--- src/rtl/movavg_arb_if.sv ---
// Requester, datapath and result signals of the movavg_arb scheduler.
// slave is the scheduler's view; master is the requester/datapath side.
interface movavg_arb_if;
    logic        req0_valid;
    logic [63:0] req0_data;
    logic        req0_ready;
    logic        req1_valid;
    logic [63:0] req1_data;
    logic        req1_ready;
    logic [63:0] dp_din;
    logic [63:0] dp_dout;
    logic        res_valid;
    logic        res_id;
    logic [63:0] res_data;
    logic        abort_valid;
    logic        abort_id;

    modport slave (
        input  req0_valid, req0_data, req1_valid, req1_data, dp_dout,
        output req0_ready, req1_ready, dp_din,
        output res_valid, res_id, res_data, abort_valid, abort_id
    );

    modport master (
        output req0_valid, req0_data, req1_valid, req1_data, dp_dout,
        input  req0_ready, req1_ready, dp_din,
        input  res_valid, res_id, res_data, abort_valid, abort_id
    );
endinterface

--- src/rtl/movavg_arb.sv ---
// Round-robin scheduler sharing one movavg moving-sum datapath between two
// burst requesters; tags each window through the pipeline and returns its sum.
module movavg_arb #(
    parameter int unsigned TAPS    = 4,
    parameter int unsigned LATENCY = 4
) (
    input logic         clk,
    input logic         reset,
    movavg_arb_if.slave bus
);
    localparam int unsigned CntW = (TAPS > 1) ? $clog2(TAPS) : 1;
    localparam logic [CntW-1:0] LastBeat = CntW'(TAPS - 1);

    typedef enum logic [0:0] {StIdle, StBurst} state_e;

    state_e              state_q, state_d;
    logic                owner_q, owner_d;
    logic                last_q, last_d;
    logic [CntW-1:0]     cnt_q, cnt_d;
    logic                push_tag, abort_set;
    logic                owner_valid, other_valid, beat_fire, winner;
    logic [63:0]         owner_data;
    logic [LATENCY-1:0]  tag_vld_q, tag_id_q;
    logic                res_valid_q, res_id_q;
    logic [63:0]         res_data_q;
    logic                abort_valid_q, abort_id_q;

    always_comb begin
        owner_valid = owner_q ? bus.req1_valid : bus.req0_valid;
        other_valid = owner_q ? bus.req0_valid : bus.req1_valid;
        owner_data  = owner_q ? bus.req1_data : bus.req0_data;
        beat_fire   = (state_q == StBurst) && owner_valid;
        // On a tie the requester not last served wins; a lone requester always wins.
        winner      = (bus.req0_valid && bus.req1_valid) ? ~last_q : bus.req1_valid;
    end

    always_ff @(posedge clk) begin
        if (!reset) begin
            state_q <= StIdle;
            owner_q <= 1'b0;
            last_q  <= 1'b1;
            cnt_q   <= '0;
        end else begin
            state_q <= state_d;
            owner_q <= owner_d;
            last_q  <= last_d;
            cnt_q   <= cnt_d;
        end
    end

    always_comb begin
        state_d   = state_q;
        owner_d   = owner_q;
        last_d    = last_q;
        cnt_d     = cnt_q;
        push_tag  = 1'b0;
        abort_set = 1'b0;
        unique case (state_q)
            StIdle: begin
                if (bus.req0_valid || bus.req1_valid) begin
                    state_d = StBurst;
                    owner_d = winner;
                    cnt_d   = '0;
                end
            end
            StBurst: begin
                if (!owner_valid) begin
                    abort_set = 1'b1;
                    last_d    = owner_q;
                    state_d   = StIdle;
                end else if (cnt_q == LastBeat) begin
                    push_tag = 1'b1;
                    last_d   = owner_q;
                    cnt_d    = '0;
                    // The owner's valid this cycle is its own last beat, so only
                    // the other requester can be handed the datapath without a bubble.
                    if (other_valid) begin
                        owner_d = ~owner_q;
                    end else begin
                        state_d = StIdle;
                    end
                end else begin
                    cnt_d = cnt_q + CntW'(1);
                end
            end
        endcase
    end

    always_comb begin
        bus.req0_ready  = (state_q == StBurst) && !owner_q;
        bus.req1_ready  = (state_q == StBurst) && owner_q;
        bus.dp_din      = beat_fire ? owner_data : '0;
        bus.res_valid   = res_valid_q;
        bus.res_id      = res_id_q;
        bus.res_data    = res_data_q;
        bus.abort_valid = abort_valid_q;
        bus.abort_id    = abort_id_q;
    end

    // Stage k holds a window whose last beat was LATENCY-k cycles before the
    // datapath presents its sum at the final stage.
    always_ff @(posedge clk) begin
        if (!reset) begin
            tag_vld_q <= '0;
            tag_id_q  <= '0;
        end else begin
            tag_vld_q[0] <= push_tag;
            tag_id_q[0]  <= owner_q;
            for (int i = 1; i < LATENCY; i++) begin
                tag_vld_q[i] <= tag_vld_q[i-1];
                tag_id_q[i]  <= tag_id_q[i-1];
            end
        end
    end

    always_ff @(posedge clk) begin
        if (!reset) begin
            res_valid_q   <= 1'b0;
            res_id_q      <= 1'b0;
            res_data_q    <= '0;
            abort_valid_q <= 1'b0;
            abort_id_q    <= 1'b0;
        end else begin
            res_valid_q   <= tag_vld_q[LATENCY-1];
            abort_valid_q <= abort_set;
            if (tag_vld_q[LATENCY-1]) begin
                res_id_q   <= tag_id_q[LATENCY-1];
                res_data_q <= bus.dp_dout;
            end
            if (abort_set) begin
                abort_id_q <= owner_q;
            end
        end
    end

    ready_onehot_a: assert property (@(posedge clk) disable iff (!reset)
        !(bus.req0_ready && bus.req1_ready));

endmodule

--- src/flat_wrapper.sv ---
// flat-port wrapper written by rule: the top's interface ports become plain ports
module movavg_arb_flat 
#(
    parameter int unsigned TAPS    = 4,
    parameter int unsigned LATENCY = 4
)
  (clk, reset, bus_req0_valid, bus_req0_data, bus_req1_valid, bus_req1_data, bus_dp_dout, bus_req0_ready, bus_req1_ready, bus_dp_din, bus_res_valid, bus_res_id, bus_res_data, bus_abort_valid, bus_abort_id);
  movavg_arb_if bus_i ();
  input logic clk;
  input logic reset;
  input wire logic [$bits(bus_i.req0_valid)-1:0] bus_req0_valid;
  input wire logic [$bits(bus_i.req0_data)-1:0] bus_req0_data;
  input wire logic [$bits(bus_i.req1_valid)-1:0] bus_req1_valid;
  input wire logic [$bits(bus_i.req1_data)-1:0] bus_req1_data;
  input wire logic [$bits(bus_i.dp_dout)-1:0] bus_dp_dout;
  output wire logic [$bits(bus_i.req0_ready)-1:0] bus_req0_ready;
  output wire logic [$bits(bus_i.req1_ready)-1:0] bus_req1_ready;
  output wire logic [$bits(bus_i.dp_din)-1:0] bus_dp_din;
  output wire logic [$bits(bus_i.res_valid)-1:0] bus_res_valid;
  output wire logic [$bits(bus_i.res_id)-1:0] bus_res_id;
  output wire logic [$bits(bus_i.res_data)-1:0] bus_res_data;
  output wire logic [$bits(bus_i.abort_valid)-1:0] bus_abort_valid;
  output wire logic [$bits(bus_i.abort_id)-1:0] bus_abort_id;
  assign bus_i.req0_valid = bus_req0_valid;
  assign bus_i.req0_data = bus_req0_data;
  assign bus_i.req1_valid = bus_req1_valid;
  assign bus_i.req1_data = bus_req1_data;
  assign bus_i.dp_dout = bus_dp_dout;
  assign bus_req0_ready = bus_i.req0_ready;
  assign bus_req1_ready = bus_i.req1_ready;
  assign bus_dp_din = bus_i.dp_din;
  assign bus_res_valid = bus_i.res_valid;
  assign bus_res_id = bus_i.res_id;
  assign bus_res_data = bus_i.res_data;
  assign bus_abort_valid = bus_i.abort_valid;
  assign bus_abort_id = bus_i.abort_id;
  movavg_arb #(.TAPS(TAPS), .LATENCY(LATENCY)) u_core (.clk(clk), .reset(reset), .bus(bus_i));
endmodule
--- config.mk ---
export PLATFORM = sky130hd
export DESIGN_NAME = movavg_arb_flat
export DESIGN_NICKNAME = d
export VERILOG_FILES = /design/src/rtl/movavg_arb_if.sv /design/src/rtl/movavg_arb.sv /design/src/flat_wrapper.sv
export SDC_FILE = /design/constraint.sdc
export NUM_CORES = 1
export LEC_CHECK = 0
export CAP_MARGIN = 25
export CELL_PAD_IN_SITES_DETAIL_PLACEMENT = 1
export CELL_PAD_IN_SITES_GLOBAL_PLACEMENT = 2
export CORE_MARGIN = 4
export CORE_UTILIZATION = 18
export CTS_BUF_LIST = sky130_fd_sc_hd__clkbuf_2 sky130_fd_sc_hd__clkbuf_4 sky130_fd_sc_hd__clkbuf_8
export CTS_CLUSTER_SIZE = 12
export DETAILED_ROUTE_END_ITERATION = 8
export PLACE_DENSITY_LB_ADDON = 0.12
export SLEW_MARGIN = 20
export SYNTH_ARGS = -nofsm -noshare
export SYNTH_HDL_FRONTEND = slang
export SYNTH_SLANG_ARGS = --single-unit
export TNS_END_PERCENT = 30
--- constraint.sdc ---
create_clock -name clk -period 2.27 [get_ports clk]
set_input_delay 0.454 -clock clk [delete_from_list [all_inputs] [get_ports clk]]
set_output_delay 0.454 -clock clk [all_outputs]
set_load 0.03 [all_outputs]
==> results.tsv <==
stage	metric	value	unit
yosys	syn_avg_cell_area	9.32	sq um
yosys	yosys_warnings	0	
yosys	ys_types	27	
setup_path	required	1.82	ns
floorplan	core	21100	sq um
timing	rsz0062_at_grt	yes	
yosys	synthAdderAreaFrac	0.583	%
detailed_routing	vias	4189	
floorplan	dieArea	23900	sq um
clock_network	cts_max_path_buffers	2	
clock_network	clock_sinks	81	
yosys	yosysSeqAreaShare	42.0	%
floorplan	start_util	18.3	%
global_routing	track_usage	14.4	%
setup_path	cpMaxStageDelayCell	dfxtp_4	
timing	fin_worst_skew	0.00855	ns
finish	area_growth	101	%
timing	fin_crit_sh	95.9	%
finish	fin_cells	1024	
detailed_routing	ant_nets	0	
timing	hold_ws	0.431	ns
pwr	p_seq_share	41.0	%
yosys	syn-cell-area	3860	sq um
setup_path	end_kind	output pin	
timing	min_period	2.18	ns
finish	post-route-cell-area	7750	sq um
setup_path	r2r_slack	0.79	ns
setup_path	crit_buf_inv	2	
clock_network	cts-htree-levels	3	
detailed_routing	met3_length	1830	um
setup_path	worstPathCellList	mux2_4 -> nand2_4 -> buf_12 -> nor2_1 -> clkdlybuf4s15_2	
global_routing	grt_start_max_net_pins	42	
yosys	synth_edf_count	0	
yosys	synth_top_cell_area_share	42.0	%
finish	register_area	1630	sq um
yosys	synth_nets	611	
worst_hold_path	hp-class	flip-flop to flip-flop	
global_routing	grt-ovfl-total	0	
pwr	p_leak	2.84	nW
worst_hold_path	hold_end	u_core.tag_id_q[3]	
yosys	synth_top_family_by_area	multiplexers	
yosys	synthArstFlopShare	0	%
detailed_routing	post_drt_wl_per_cell	17.4	um
worst_hold_path	hold_depth	1	
timing	fin_tns_setup	0	ns
setup_path	worstPathMaxFanout	30	
setup_path	crit_type	flip-flop to output pin	
detailed_routing	drc	0	
yosys	synth.top_cells.by_count	nor2_1 (130), mux2i_1 (129), dfxtp_1 (81)	
place	post_dp_cell_area	7500	sq um
setup_path	start_kind	flip-flop	
yosys	synthXorXnorAreaFrac	0	%
place	place_ws	-0.411	ns
detailed_routing	dr.pass1.iters	4	
pwr	p_comb_share	27.4	%
floorplan	fp.dieW	154	um
timing	fin_ws	0.0934	ns
timing	max_freq	459	MHz
timing	finalHoldViolCount	0	
finish	nFillCells	2440	
clock_network	cts-root-buf	clkbuf_8	
finish	nets	940	
pwr	p_sw_share	27.6	%
pwr	clockPowerShare	31.6	%
detailed_routing	avgViaCountPerCell	4.09	
yosys	synthMuxAreaShare	33.8	%
detailed_routing	wirelength	17800	um
detailed_routing	wl_met1	6410	um
setup_path	cpLargestDelayFamily	buffers and inverters	
yosys	ys_top_cells_by_area	dfxtp_1 (42%), mux2i_1 (33%), nor2_1 (13%)	
detailed_routing	dr.first_iter.drc_count	75	
finish	drive_gt1_share	13.9	%
clock_network	cts_tree	done	
pwr	p_sw	0.971	mW
timing	maxSlewViolCount	0	
place	dpl.cell_count	1003	
clock_network	clkLatencyLatePin	0.35	ns
yosys	ys_seq_elements	81	
floorplan	pin_count	330	
pwr	power-per-cell-area	454	nW/um^2
run	maxCapViolations	0	
setup_path	worstReg2RegEnd	u_core.owner_q	
yosys	yosysMostFrequentCell	nor2_1	
setup_path	arrival	1.72	ns
timing	relSlewSlack	63.0	%
pwr	ir_worst_vdd	0.000191	V
yosys	synthFlopType	dfxtp_1	
detailed_routing	highest_layer	met4	
yosys	syn_inst	414	
pwr	p_total	3.51	mW
finish	multi_input_area	2040	sq um
timing	worst_slew_pin_slew	0.554	ns
global_routing	grt_pass1_vias	4709	
setup_path	reg2reg_from	u_core.owner_q	
floorplan	placementRows	53	
place	post-dp-hpwl	14800	um
place	gp_congestion	0.760	
global_routing	antenna_found_initial	1	
run_status	status	finished clean	
place	portBuffers	329	
setup_path	max_stage_delay	0.39	ns
worst_hold_path	holdCritStartpoint	u_core.tag_id_q[2]	
clock_network	numCtsBuffers	9	
setup_path	rr_worst_depth	5	
yosys	synth-compound-area-share	2.76	%
floorplan	die_h	154	um
clock_network	clk_pin_slew	0.09	ns
yosys	yosysTopAreaCell	dfxtp_1	
yosys	synth-simple-area-share	15.7	%
detailed_routing	met2_length	9280	um
global_routing	grt_pass1_wl	26700	um
pwr	p_int	2.54	mW
timing	setup_violations	0	
finish	post-route-util	36.7	%
-- cells in the final DEF, fill, tap and decap left out, drive strengths merged, types with 3 or more instances in the layout --
master	count
buf	44
o21ai	4
dfxtp	81
nor2	130
dlygate4sd2	6
and2	9
mux2i	129
a21oi	4
clkbuf	18
clkinv	3
clkdlybuf4s15	30
clkdlybuf4s50	261
inv	8
-- per-layer routing --
layer,GRT usage [%],up-vias
li1,-,2046
met1,14.7,1932
met2,26.8,198
met3,6.07,13
met4,3.87,0
met5,0,-
-- worst register-to-register path, stage by stage, from the launching register on --
cell and delay, ns:
dfxtp_4 0.37, buf_4 0.14, buf_12 0.17, and2_1 0.19
a32o_1 0.27, a221oi_2 0.25
-- state kept, by name (all words and copies together) (netlist names) --
register,count
u_core.bus.res_valid,1
u_core.tag_vld_q,4
u_core.state_q,1
u_core.bus.abort_id,1
u_core.tag_id_q,4
u_core.owner_q,1
u_core.cnt_q,2
u_core.bus.res_id,1
u_core.bus.abort_valid,1
u_core.bus.res_data,64
u_core.last_q,1
-- logic make-up after synthesis --
| family | Yosys count |
|---|---|
| buffers and inverters | 37 |
| adders and majority gates | 2 |
| muxes | 130 |
| AOI/OAI and AO/OA | 15 |
| and+or+nand+nor | 149 |
| DFF | 81 |
-- layout make-up --
cell class | count | area share, %
Antenna cell | 1 | 0.0323
Clock buffer | 11 | 1.95
Clock inverter | 5 | 0.791
Inverter | 7 | 0.339
Tap cell | 275 | 4.44
Sequential cell | 81 | 21.0
Timing Repair Buffer | 348 | 45.0
Multi-Input combinational cell | 296 | 26.4
-- power by group through the flow --
| stage | sequential [mW] | clock, mW | combinational (mW) |
|---|---|---|---|
| 6_report | 1.44 | 1.11 | 0.964 |
| 5_1_grt | 1.44 | 1.24 | 1.03 |
| 4_1_cts | 1.44 | 1.18 | 0.971 |
| 3_5_place_dp | 1.47 | 0 | 0.982 |
| 3_3_place_gp | 1.47 | 0 | 0.978 |
| 2_1_floorplan | 1.47 | 0 | 0.407 |
-- how the worst max path moves through the flow --
| stage | cells after the start | endpoint | startpoint |
|---|---|---|---|
| finish | 5 | bus_dp_din[32] | u_core.owner_q |
| global route | 5 | bus_dp_din[35] | u_core.owner_q |
| CTS | 5 | bus_dp_din[13] | u_core.owner_q |
| detailed placement | 6 | bus_dp_din[1] | bus_req0_valid |
| global placement | 6 | bus_dp_din[19] | bus_req1_valid |
| floorplan | 5 | bus_dp_din[10] | u_core.owner_q |
-- what timing repair did --
action,4_1_cts,5_1_grt
gates resized for setup,115,10
buffers inserted,0,4
setup endpoints to repair,55,47
hold buffers,0,0
(Power assumes the default switching activity.)
